==> src/rtl/textmode_pkg.sv <==
// Shared types and default geometry for the text-mode line renderer.
package textmode_pkg;

  localparam int DEF_COLS      = 80;
  localparam int DEF_ROWS      = 30;
  localparam int DEF_GLYPH_W   = 8;
  localparam int DEF_GLYPH_H   = 8;
  localparam int DEF_SCALE_Y   = 2;
  localparam int DEF_LINE_W    = 640;
  localparam int DEF_CHAR_BASE = 32;
  localparam int DEF_NGLYPH    = 96;
  localparam int DEF_CORDW     = 16;
  localparam int DEF_PIXW      = 4;

  typedef enum logic [2:0] {IDLE, CHAR, FONT, LATCH, PIX, TAIL, FIN} state_t;

  typedef struct packed {
    logic [3:0] bg;
    logic [3:0] fg;
  } attr_t;

  // Counter width that stays legal when the count collapses to 1.
  function automatic int clog2_min1(input int v);
    return (v > 1) ? $clog2(v) : 1;
  endfunction

endpackage

==> src/rtl/textmode_line_renderer_glyph_serializer.sv <==
// Loads one glyph row and shifts it out MSB first, flagging the last pixel.
module glyph_serializer
  import textmode_pkg::*;
#(
  parameter int GLYPH_W = DEF_GLYPH_W
) (
  input  logic               clk_sys,
  input  logic               rst_sys,
  input  logic               i_load,
  input  logic               i_shift,
  input  logic [GLYPH_W-1:0] i_data,
  output logic               o_pixel,
  output logic               o_last
);

  localparam int CW = clog2_min1(GLYPH_W);

  logic [GLYPH_W-1:0] r_shift;
  logic [CW-1:0]      r_cnt;

  always_ff @(posedge clk_sys) begin
    if (rst_sys) begin
      r_shift <= '0;
      r_cnt   <= '0;
    end else if (i_load) begin
      r_shift <= i_data;
      r_cnt   <= CW'(GLYPH_W - 1);
    end else if (i_shift) begin
      r_shift <= r_shift << 1;
      r_cnt   <= r_cnt - 1'b1;
    end
  end

  assign o_pixel = r_shift[GLYPH_W-1];
  assign o_last  = (r_cnt == '0);

endmodule

==> src/rtl/textmode_line_renderer.sv <==
// Renders one scanline of the text array into the line buffer.
// Optional per-character colour attributes: define TEXTMODE_ATTR_EN.
module textmode_line_renderer
  import textmode_pkg::*;
#(
  parameter int COLS      = DEF_COLS,
  parameter int ROWS      = DEF_ROWS,
  parameter int GLYPH_W   = DEF_GLYPH_W,
  parameter int GLYPH_H   = DEF_GLYPH_H,
  parameter int SCALE_Y   = DEF_SCALE_Y,
  parameter int LINE_W    = DEF_LINE_W,
  parameter int CHAR_BASE = DEF_CHAR_BASE,
  parameter int NGLYPH    = DEF_NGLYPH,
  parameter int CORDW     = DEF_CORDW,
  parameter int PIXW      = DEF_PIXW
) (
  input  logic                               clk_sys,
  input  logic                               rst_sys,
  input  logic                               start,
  input  logic signed [CORDW-1:0]            line_y,
  output logic                               busy,
  output logic                               done,
  output logic [$clog2(COLS*ROWS)-1:0]       cm_addr,
  input  logic [15:0]                        cm_data,
  output logic [$clog2(NGLYPH*GLYPH_H)-1:0]  fm_addr,
  input  logic [GLYPH_W-1:0]                 fm_data,
  output logic                               lb_we,
  output logic [$clog2(LINE_W)-1:0]          lb_addr,
  output logic [PIXW-1:0]                    lb_data
);

  localparam int CMW  = $clog2(COLS*ROWS);
  localparam int FAW  = $clog2(NGLYPH*GLYPH_H);
  localparam int LAW  = $clog2(LINE_W);
  localparam int COLW = clog2_min1(COLS);
  localparam int GHW  = clog2_min1(GLYPH_H);
  localparam int YSH  = $clog2(SCALE_Y);
  localparam int TSH  = $clog2(GLYPH_H*SCALE_Y);

  state_t          r_state;
  state_t          w_next;
  logic [LAW-1:0]  r_x;
  logic [COLW-1:0] r_col;
  logic [CMW-1:0]  r_cm_addr;
  logic [FAW-1:0]  r_fm_addr;
  logic [GHW-1:0]  r_grow;
  logic            r_valid;

  logic [CORDW-1:0] w_trow;
  logic [GHW-1:0]   w_grow;
  logic             w_blank;
  logic [CMW-1:0]   w_row_base;
  logic [7:0]       w_idx;
  logic             w_in_range;
  logic [FAW-1:0]   w_fm_calc;
  logic             w_load;
  logic             w_shift;
  logic             w_pixel;
  logic             w_last;
  logic             w_col_last;
  logic             w_unused_bits;

  // Line decode; negative lines are caught by the sign bit before trow is trusted.
  assign w_trow     = $unsigned(line_y) >> TSH;
  assign w_grow     = GHW'($unsigned(line_y) >> YSH);
  assign w_blank    = line_y[CORDW-1] | (w_trow >= CORDW'(ROWS));
  assign w_row_base = CMW'(w_trow * CORDW'(COLS));

  // Codes below CHAR_BASE wrap to large indices, so one compare rejects both ends.
  assign w_idx      = cm_data[7:0] - 8'(CHAR_BASE);
  assign w_in_range = (32'(w_idx) < NGLYPH);
  assign w_fm_calc  = FAW'(w_idx) * FAW'(GLYPH_H) + FAW'(r_grow);
  assign w_col_last = (r_col == COLW'(COLS - 1));

  always_comb begin
    w_next  = r_state;
    w_load  = 1'b0;
    w_shift = 1'b0;
    lb_we   = 1'b0;
    case (r_state)
      IDLE:  w_next = IDLE;
      CHAR:  w_next = FONT;
      FONT:  w_next = LATCH;
      LATCH: begin
        w_load = 1'b1;
        w_next = PIX;
      end
      PIX: begin
        lb_we   = 1'b1;
        w_shift = 1'b1;
        if (w_last) begin
          if (w_col_last)
            w_next = (r_x == LAW'(LINE_W - 1)) ? FIN : TAIL;
          else
            w_next = CHAR;
        end
      end
      TAIL: begin
        lb_we = 1'b1;
        if (r_x == LAW'(LINE_W - 1)) w_next = FIN;
      end
      FIN:     w_next = IDLE;
      default: w_next = IDLE;
    endcase
    // A new request always wins, including in FIN where done has already pulsed.
    if (start) w_next = w_blank ? TAIL : CHAR;
  end

`ifdef TEXTMODE_ATTR_EN
  attr_t r_attr;

  always_ff @(posedge clk_sys) begin
    if (rst_sys)
      r_attr <= '0;
    else if (!start && r_state == FONT)
      r_attr <= attr_t'(cm_data[15:8]);
  end

  always_comb begin
    lb_data = '0;
    if (r_state == PIX) lb_data = w_pixel ? PIXW'(r_attr.fg) : PIXW'(r_attr.bg);
  end

  assign w_unused_bits = ^line_y;
`else
  always_comb begin
    lb_data = '0;
    if (r_state == PIX && w_pixel) lb_data = '1;
  end

  assign w_unused_bits = ^{line_y, cm_data[15:8]};
`endif

  always_ff @(posedge clk_sys) begin
    if (rst_sys) begin
      r_state   <= IDLE;
      r_x       <= '0;
      r_col     <= '0;
      r_cm_addr <= '0;
      r_fm_addr <= '0;
      r_grow    <= '0;
      r_valid   <= 1'b0;
    end else begin
      r_state <= w_next;
      if (start) begin
        r_x    <= '0;
        r_col  <= '0;
        r_grow <= w_grow;
        if (!w_blank) r_cm_addr <= w_row_base;
      end else begin
        if (lb_we) r_x <= r_x + 1'b1;
        if (r_state == FONT) begin
          r_valid <= w_in_range;
          if (w_in_range) r_fm_addr <= w_fm_calc;
        end
        if (r_state == PIX && w_last && !w_col_last) begin
          r_col     <= r_col + 1'b1;
          r_cm_addr <= r_cm_addr + 1'b1;
        end
      end
    end
  end

  glyph_serializer #(.GLYPH_W(GLYPH_W)) u_ser (
    .clk_sys (clk_sys),
    .rst_sys (rst_sys),
    .i_load  (w_load),
    .i_shift (w_shift),
    .i_data  (r_valid ? fm_data : '0),
    .o_pixel (w_pixel),
    .o_last  (w_last)
  );

  // The font address is presented during FONT so the ROM returns the row in LATCH.
  assign fm_addr = (r_state == FONT && w_in_range) ? w_fm_calc : r_fm_addr;
  assign cm_addr = r_cm_addr;
  assign lb_addr = r_x;
  assign busy    = (r_state != IDLE) && (r_state != FIN);
  assign done    = (r_state == FIN);

endmodule

==> config.mk <==
export PLATFORM = sky130hd
export DESIGN_NAME = textmode_line_renderer
export DESIGN_NICKNAME = d
export VERILOG_FILES = /design/src/rtl/textmode_pkg.sv /design/src/rtl/textmode_line_renderer_glyph_serializer.sv /design/src/rtl/textmode_line_renderer.sv
export SDC_FILE = /design/constraint.sdc
export NUM_CORES = 1
export LEC_CHECK = 0
export CORE_MARGIN = 2
export CORE_UTILIZATION = 63
export DETAILED_ROUTE_END_ITERATION = 12
export DONT_BUFFER_PORTS = 1
export PLACE_DENSITY_LB_ADDON = 0.05
export RECOVER_POWER = 100
export SYNTH_ARGS = -nofsm -noshare
export SYNTH_HDL_FRONTEND = slang
export SYNTH_HIERARCHICAL = 1
export SYNTH_SLANG_ARGS = --single-unit
==> constraint.sdc <==
create_clock -name clk_sys -period 2.9 [get_ports clk_sys]
set_clock_uncertainty 0.2 [all_clocks]
set_input_delay 0.29 -clock clk_sys [delete_from_list [all_inputs] [get_ports clk_sys]]
set_output_delay 0.29 -clock clk_sys [all_outputs]
set_load 0.02 [all_outputs]
Word-level counts from Yosys, hierarchy flattened
Index checks and enable logic that the tools add are counted.
W data, S select, Z words.
- flip-flop bits (word level): 57
- output and inout bits: 39
- word-level logic and storage cells: 68
- add/sub/neg operators: 6
- bitwise logic cells: 2
- reduce and logical (&&, ||, !) cells: 16
- equality and inequality tests: 12
- $mul: 1
- order comparisons: 2
- muxes and demuxes: 20
- operator list (cell ; count):
    $mux W12 ; 3
    $mux W8 ; 3
    $mux W3 ; 7
    $pmux W3 S5 ; 1
    $add A12 B1 Y12 const B ; 1
    $ge A12 B5 Y1 const B ; 1
    $mul A12 B3 Y8 const B ; 1
    $add A10 B1 Y10 const B ; 1
    $add A10 B3 Y10 ; 1
    $eq A10 B10 Y1 const B ; 1
    $mux W10 ; 1
    $eq A3 B3 Y1 const B ; 3
    $ne A3 B3 Y1 const B ; 3
    $lt A8 B7 Y1 const B ; 1
    $sub A8 B6 Y8 const B ; 1
    $add A7 B1 Y7 const B ; 1
    $eq A7 B7 Y1 const B ; 1
    $eq A3 B2 Y1 const B ; 2
    $reduce_and A2 Y1 ; 3
    $logic_and A1 B1 Y1 ; 5
    $mux W4 ; 1
    $reduce_bool A2 Y1 ; 2
    $reduce_or A2 Y1 ; 2
    $eq A3 B1 Y1 const B ; 1
    10 further kinds ; 12

Depth between registers and ports, before layout
Gate-level depths: netlist (run 1).
- depth after elaboration: 6
- gate-level depth with buffers: 9
- depth with buffers taken out: 9

By module
Netlist (run 1), hierarchy kept.
- by module, submodules not included (module ; instances ; cells an instance ; area an instance (um^2)):
    textmode_line_renderer ; 1 ; 328 ; 2683.8
    glyph_serializer ; 1 ; 52 ; 540.5

Least setup slack after synthesis (run 1)
OpenSTA, ideal clock, no wires.
- path kind: register to register
- start: register r_cm_addr[0] (netlist: cm_addr[0])
- end: register r_cm_addr[10] (netlist: cm_addr[10])
- stages on the path, launching flop included: 8
- arrival: 2.060 ns
- slack: 0.545 ns
- setup time: 0.095 ns
- buffers on the path: 1
- cells stage by stage: dfxtp_1 -> ha_1 -> and3_1 -> buf_4 -> or4b_1 -> or3_1 -> or3_1 -> o311ai_1
- word-level cells in the longest chain between the ends: 3
- ends and longest elaborated chain (element ; RTL line ; RTL):
    from (decl) ; textmode_line_renderer.sv:44 ; logic [CMW-1:0] r_cm_addr;
    from (signal assigned) ; textmode_line_renderer.sv:149 ; if (!w_blank) r_cm_addr <= w_row_base;
    from (signal assigned) ; textmode_line_renderer.sv:158 ; r_cm_addr <= r_cm_addr + 1'b1;
    $add A12 B1 Y12 ; textmode_line_renderer.sv:158 ;
    $mux W12 ; textmode_line_renderer.sv:156 ; if (r_state == PIX && w_last && !w_col_last) begin
    $mux W12 ; textmode_line_renderer.sv:145 ; if (start) begin
No other way between the ends. The select of a mux whose other input is x is not followed.
A chain may end at the register's enable or synchronous reset.

Worst setup path in the final report (run 1)
- start: register r_cm_addr[3] (netlist: cm_addr[3])
- end: register r_cm_addr[10] (netlist: cm_addr[10])
Same word-level chain as after synthesis.

==> metrics.txt, run 1 <==
Routed Wire Length 6.85 mm; top cell type by total area after synthesis dfxtp_1; Routed Antenna Nets 0; area grow syn2layout 9.62%; Initial Util 0.644; CTS H-tree lvls 3; Final WS setup 213 ps; total power 0.00178 W; delay-heaviest family, CP simple AND/OR/NAND/NOR gates; adder-cell share of the synthesized area 0.0644; vias in the first global route 2422; fill cell count 440; share of flip-flops with an asynchronous set or reset 0; io pins 82; Layout Cells excl Fill 463; mux contribution to synthesized area 0.0652; Tcrit/Tclk final 0.926; commonest non-fill, non-tap cell in the layout dfxtp_1; via/cell ratio 5.83; Die Ht 75.5 um; Setup WS pre-CTS 522 ps; worst min path class in -> reg; Pwr per Cell Area 505 nW/um^2; post-route minimum period 2690 ps; Pre-antenna DRT Iters 4; TritonCTS clock tree yes; clk_lat worst skew 340 ps; drt wl/cell 14.8 um; post-synth net total 439; endpoints failing hold 0; crit path cell chain clkbuf_1, and3_1, or4b_1, or3_1, or3_1, o311ai_1; Tot GR Track Use 0.251; max-slew violations 0; max-cap violations 0; DP HPWL 4.70 mm; EDFF count, synth 0; Critical-path top delay cell or4b_1; number of buffers added for setup after CTS 0; critical path class reg -> reg; netlist area before placement 3220 um^2; crit start category flip-flop; unique cell type count in the Yosys netlist 56; port buffer count 0; CP max stage delay 470 ps; Final Wtd Congestion 0.785; Top cell by count, worst path or3_1; setup_tns 0 ps; Placed Instances 438; Syn Area/Cell 8.49 um^2; RSZ-0062 raised after global routing false; clock sinks 57; first-pass GRT wire length 10.9 mm; row cnt 26; final setup vio count 0; largest family of logic cells by synthesized area simple AND/OR/NAND/NOR gates; clock slew at reported path FFs 60 ps; final net count 449; CP Max Fanout 6; commonest non-fill, non-tap cells in the layout 57 x dfxtp_1, 39 x nor2_1, 37 x nand2_1; Synth Warn # 6; Die Wd 75.5 um; CP endpoint kind flip-flop; CP Data Required Time 2890 ps; worst path bufs/invs 1; Via Count 2701; register area share after synthesis 0.354; Leak Pwr 1.32 nW; grt total ovfl 0; Compound-Gate Fraction of Synth Area 0.139; cts bufs inserted 9; initial antenna violation count 0; largest net degree at the start of global routing 38; Post-Syn Instances 380; drc violations 0; Yosys top cell area share 0.354; die area 5710 um^2; Post-Synth Simple-Gate Area 0.254; n_diodes 0; dominant synthesized flop cell dfxtp_1; worst path arrival time 2680 ps; share of cells above drive strength 1 0.0662; #FFs+latches synth 57; Root Buffer clkbuf_8; post-synthesis xor/xnor area fraction 0.0679; top cells by area, synth dfxtp_1 35%, ha_1 5.8%, nor2_1 4.5%; Detailed Route Iter0 Violations 101; slew margin rel. 0.395; Peak supply drop 0.359 mV; area of the core 5010 um^2; outcome finished, final reports clean; worst-margin pin slew 906 ps; Fmax achieved 0.372 GHz; Clock Path Buffers 2
## path summary, 6_finish.rpt
path,from,end,slack (ps),cells after the start
min reg2reg,r_fm_addr[0],r_fm_addr[0],260,2
max reg2reg,cm_addr[3],cm_addr[10],210,6
max,cm_addr[3],cm_addr[10],210,6
min,start,cm_addr[9],10,3
## layout make-up
class	instances	area, um^2	share of cell area
Sequential cell	57	1140	0.323
Clock inverter	4	45.0	0.0127
Multi-Input combinational cell	284	1890	0.536
Clock buffer	10	138	0.0389
Inverter	14	52.6	0.0149
Tap cell	70	87.6	0.0248
Timing Repair Buffer	24	178	0.0503
## metal layers
layer	routed length, um	vias up	global-route usage
li1	-	1344	-
met1	3060	1275	0.309
met2	3190	65	0.401
met3	389	17	0.0714
met4	210	0	0.125
met5	0	-	0
## synthesized netlist by cell type, types with 3 or more instances
library cell,number
nor2b_2,7
ha_1,15
and3_1,7
o31ai_1,4
buf_4,4
a21oi_1,23
mux2i_1,12
mux2_1,8
a31oi_1,7
nand2b_1,6
nor3b_1,3
a211oi_1,9
nand3_1,8
nor2b_1,6
inv_1,14
or3_1,3
xnor2_1,12
clkbuf_1,17
nor2_1,39
nand2_1,37
dfxtp_1,57
or2_1,3
nand4_1,8
xor2_1,13
nor3_1,3
o21ai_1,9
and2_1,9
## report_power, final
part           switching (W)  total, W  internal, W
Combinational       0.000134  0.000240     0.000106
Sequential         0.0000279  0.000833     0.000805
Clock               0.000306  0.000711     0.000406
Total               0.000467   0.00178      0.00132
## registers in the layout, summed over array words and instances, names as in the netlist, 3 cells and up
signal / flops
cm_addr: 12
lb_addr: 10
r_fm_addr: 10
u_ser/r_shift: 8
r_col: 7
r_grow: 3
r_state: 3
u_ser/r_cnt: 3
## timing repair
item	4_1_cts	5_1_grt
hold buffers	11	0
endpoints found under the hold margin	39	0
resized for setup	0	0
## cell families (layout without fill, tap and decap cells)
kind of cell / Yosys count / in the layout
buffers and inverters: 39 / 52
AND/OR/NAND/NOR: 154 / 154
multiplexers: 20 / 20
flip-flops: 57 / 57
XOR/XNOR: 25 / 25
adder cells (fa/ha/maj): 16 / 16
AO/OA/AOI/OAI: 69 / 69
## worst min-delay path: cells and delay by family
kind | cells | cell delay (ps)
AOI/OAI and AO/OA | 2 | 180
and+or+nand+nor | 1 | 20
## metrics by stage
stage,utilization,instance area (um^2),hold slack [ps]
floorplan,-,3220,163
global placement,0.656,3290,163
detailed placement,0.656,3290,169
CTS,0.717,3590,2.30
global route,0.706,3530,16.6
finish,0.706,3530,10.5
Note: power is estimated with default switching activity, not from simulation.
==> run 2: changes to the inputs <==
--- a/config.mk
+++ b/config.mk
@@ -12,4 +12,5 @@
 export PLACE_DENSITY_LB_ADDON = 0.05
 export RECOVER_POWER = 100
+export SETUP_SLACK_MARGIN = 0.15
 export SYNTH_ARGS = -nofsm -noshare
 export SYNTH_HDL_FRONTEND = slang
--- a/constraint.sdc
+++ b/constraint.sdc
@@ -3,3 +3,3 @@
 set_input_delay 0.29 -clock clk_sys [delete_from_list [all_inputs] [get_ports clk_sys]]
 set_output_delay 0.29 -clock clk_sys [all_outputs]
-set_load 0.02 [all_outputs]
+set_load 0.01 [all_outputs]
==> run 2 against run 1 <==
Compared with the run above: cell area grew 1.4%; critical endpoint is now r_fm_addr[7]; die area is the same; clock power grew 19%; sequential share of layout area shrank 0.40 points; largest cell class unchanged; count of clock-buffer cells in the layout grew 2; hold slack gained 11 ps.
==> metrics.txt, run 2 (synthesis gave the netlist of run 1 again) <==
outcome finished, final reports clean; RSZ-0062 raised after global routing false; Clock Path Buffers 2 (unchanged); share of cells above drive strength 1 0.0769 (+0.0108); CP Data Required Time 2980 ps (+90 ps); max reg flops 12 (unchanged); register area 1140 um^2 (+0.11%); clk_lat worst skew 340 ps (about the same); commonest non-fill, non-tap cells in the layout 56 x dfxtp_1, 39 x nor2_1, 37 x nand2_1; grt total ovfl 0 (unchanged); Pwr per Cell Area 534 nW/um^2 (+5.8%); reg2reg end r_fm_addr[7]; Tcrit/Tclk final 0.914 (-0.0126); max-cap violations 0 (unchanged); crit start category flip-flop; Tot GR Track Use 0.254 (+0.00324); met3 WL post-DR 385 um (-1.0%); via/cell ratio 5.84 (+0.13%); hold path depth 4 (+1); cts bufs inserted 9 (unchanged); Routed Wire Length 6.81 mm (-0.57%); WL met1 3.07 mm (+0.23%); Leak Pwr 1.33 nW (+0.94%); Peak supply drop 0.390 mV (+8.8%); Final Wtd Congestion 0.807 (+2.8%); DP HPWL 4.53 mm (-3.5%); Root Buffer clkbuf_8; drt wl/cell 14.8 um (about the same); Fmax achieved 0.377 GHz (+1.4%); commonest non-fill, non-tap cell in the layout dfxtp_1; worst-margin pin slew 954 ps (+48.5 ps); port buffer count 0 (unchanged); vias in the first global route 2393 (-1.2%); r2r startpoint r_state[2]; setup_tns 0 ps (unchanged); R2R Setup Slk 250 ps (+40 ps); final core utilization 0.715 (+0.00974); FF-to-FF path depth 7 (+1); multi-input logic area 1900 um^2 (+0.53%); Worst setup startpoint r_state[2]; max-slew violations 0 (unchanged); CP Max Fanout 10 (+4); final setup vio count 0 (unchanged); number of buffers added for setup after CTS 0 (unchanged); fill cell count 449 (+2.0%); io pins 82 (unchanged); hold path startpoint start; largest net degree at the start of global routing 41 (+7.9%); Initial Util 0.644 (unchanged); metal2 WL 3.29 mm (+3.2%); initial antenna violation count 0 (unchanged); Die Wd 75.5 um (unchanged); Die Ht 75.5 um (unchanged); die area 5710 um^2 (unchanged); Final WS setup 250 ps (+36.7 ps); worst path arrival time 2730 ps (+50 ps); first-pass GRT wire length 11.1 mm (+1.9%); Setup WS pre-CTS 478 ps (-43.7 ps); CP endpoint kind flip-flop; drc violations 0 (unchanged); worst min path class in -> reg; clock slew at reported path FFs 70 ps (about the same); Routed Antenna Nets 0 (unchanged); Detailed Route Iter0 Violations 124 (+23%); Max Used Layer met4; endpoints failing hold 0 (unchanged); final net count 444 (-1.1%); slew margin rel. 0.362 (-0.0331); Pre-antenna DRT Iters 4 (unchanged); crit path capture r_fm_addr[7]; clock sinks 57 (unchanged); row cnt 26 (unchanged); TritonCTS clock tree yes; critical path class reg -> reg; CTS H-tree lvls 3 (unchanged); post-route minimum period 2650 ps (-36.7 ps); n_diodes 0 (unchanged); Via Count 2687 (-0.52%); area of the core 5010 um^2 (unchanged); area grow syn2layout 11.1%
-- run 2: cell types whose count changed in the layout (fill, tap and decap cells not counted), sizes merged --
cell	change
clkinv	-3
clkbuf	-5
buf	+1
dlygate4sd3	+1
clkinvlp	+2
bufinv	+1
-- run 2: stage by stage --
step / instances / total power (W) / instance area (um^2) / hold slack (ps)
floorplan: 380 / 0.00103 / 3220 / 163
global placement: 432 / 0.00105 / 3240 / 163
detailed placement: 432 / 0.00106 / 3240 / 164
CTS: 460 / 0.00193 / 3600 / 0.666
global route: 460 / 0.00200 / 3580 / 39.1
finish: 460 / 0.00191 / 3580 / 21.5
-- run 2: how the worst min path moves through the flow --
stage	to	slack, ps
global placement	cm_addr[9]	160
floorplan	u_ser/r_shift[5]	160
detailed placement	cm_addr[9]	160
global route	r_grow[2]	40
CTS	cm_addr[5]	0.7
finish	cm_addr[5]	20
-- run 2: repair_timing --
item | 4_1_cts | 5_1_grt
endpoints found under the setup margin | 0 | 1
hold endpoints to repair | 39 | 0
hold buffers | 12 | 0
resized for setup | 0 | 2
-- run 2: layout make-up --
| type | instances | area share |
|---|---|---|
| timing repair buffer | 19 | 0.0468 |
| multi-input combinational | 284 | 0.531 |
| sequential | 57 | 0.319 |
| clock buffer | 12 | 0.0433 |
| inverter | 14 | 0.0147 |
| tap | 70 | 0.0244 |
| clock inverter | 4 | 0.0209 |
-- run 2: metal layers --
metal | global-route usage | vias up
met2 | 0.418 | 61
met1 | 0.316 | 1277
li1 | - | 1338
met5 | 0 | -
met4 | 0.107 | 0
met3 | 0.0635 | 11
-- run 2: worst max-delay path, stage by stage, from the launching register on --
cell and delay, ps:
dfxtp_1 390, nand2b_1 240, nor4_1 400, nor2b_1 410, buf_4 230, nand2_1 60
a21oi_1 120, dlygate4sd3_1 550
-- run 2: power by group --
group | switching [W] | internal [W]
Sequential | 0.0000263 | 0.000805
Combinational | 0.000127 | 0.000107
Clock | 0.000318 | 0.000531
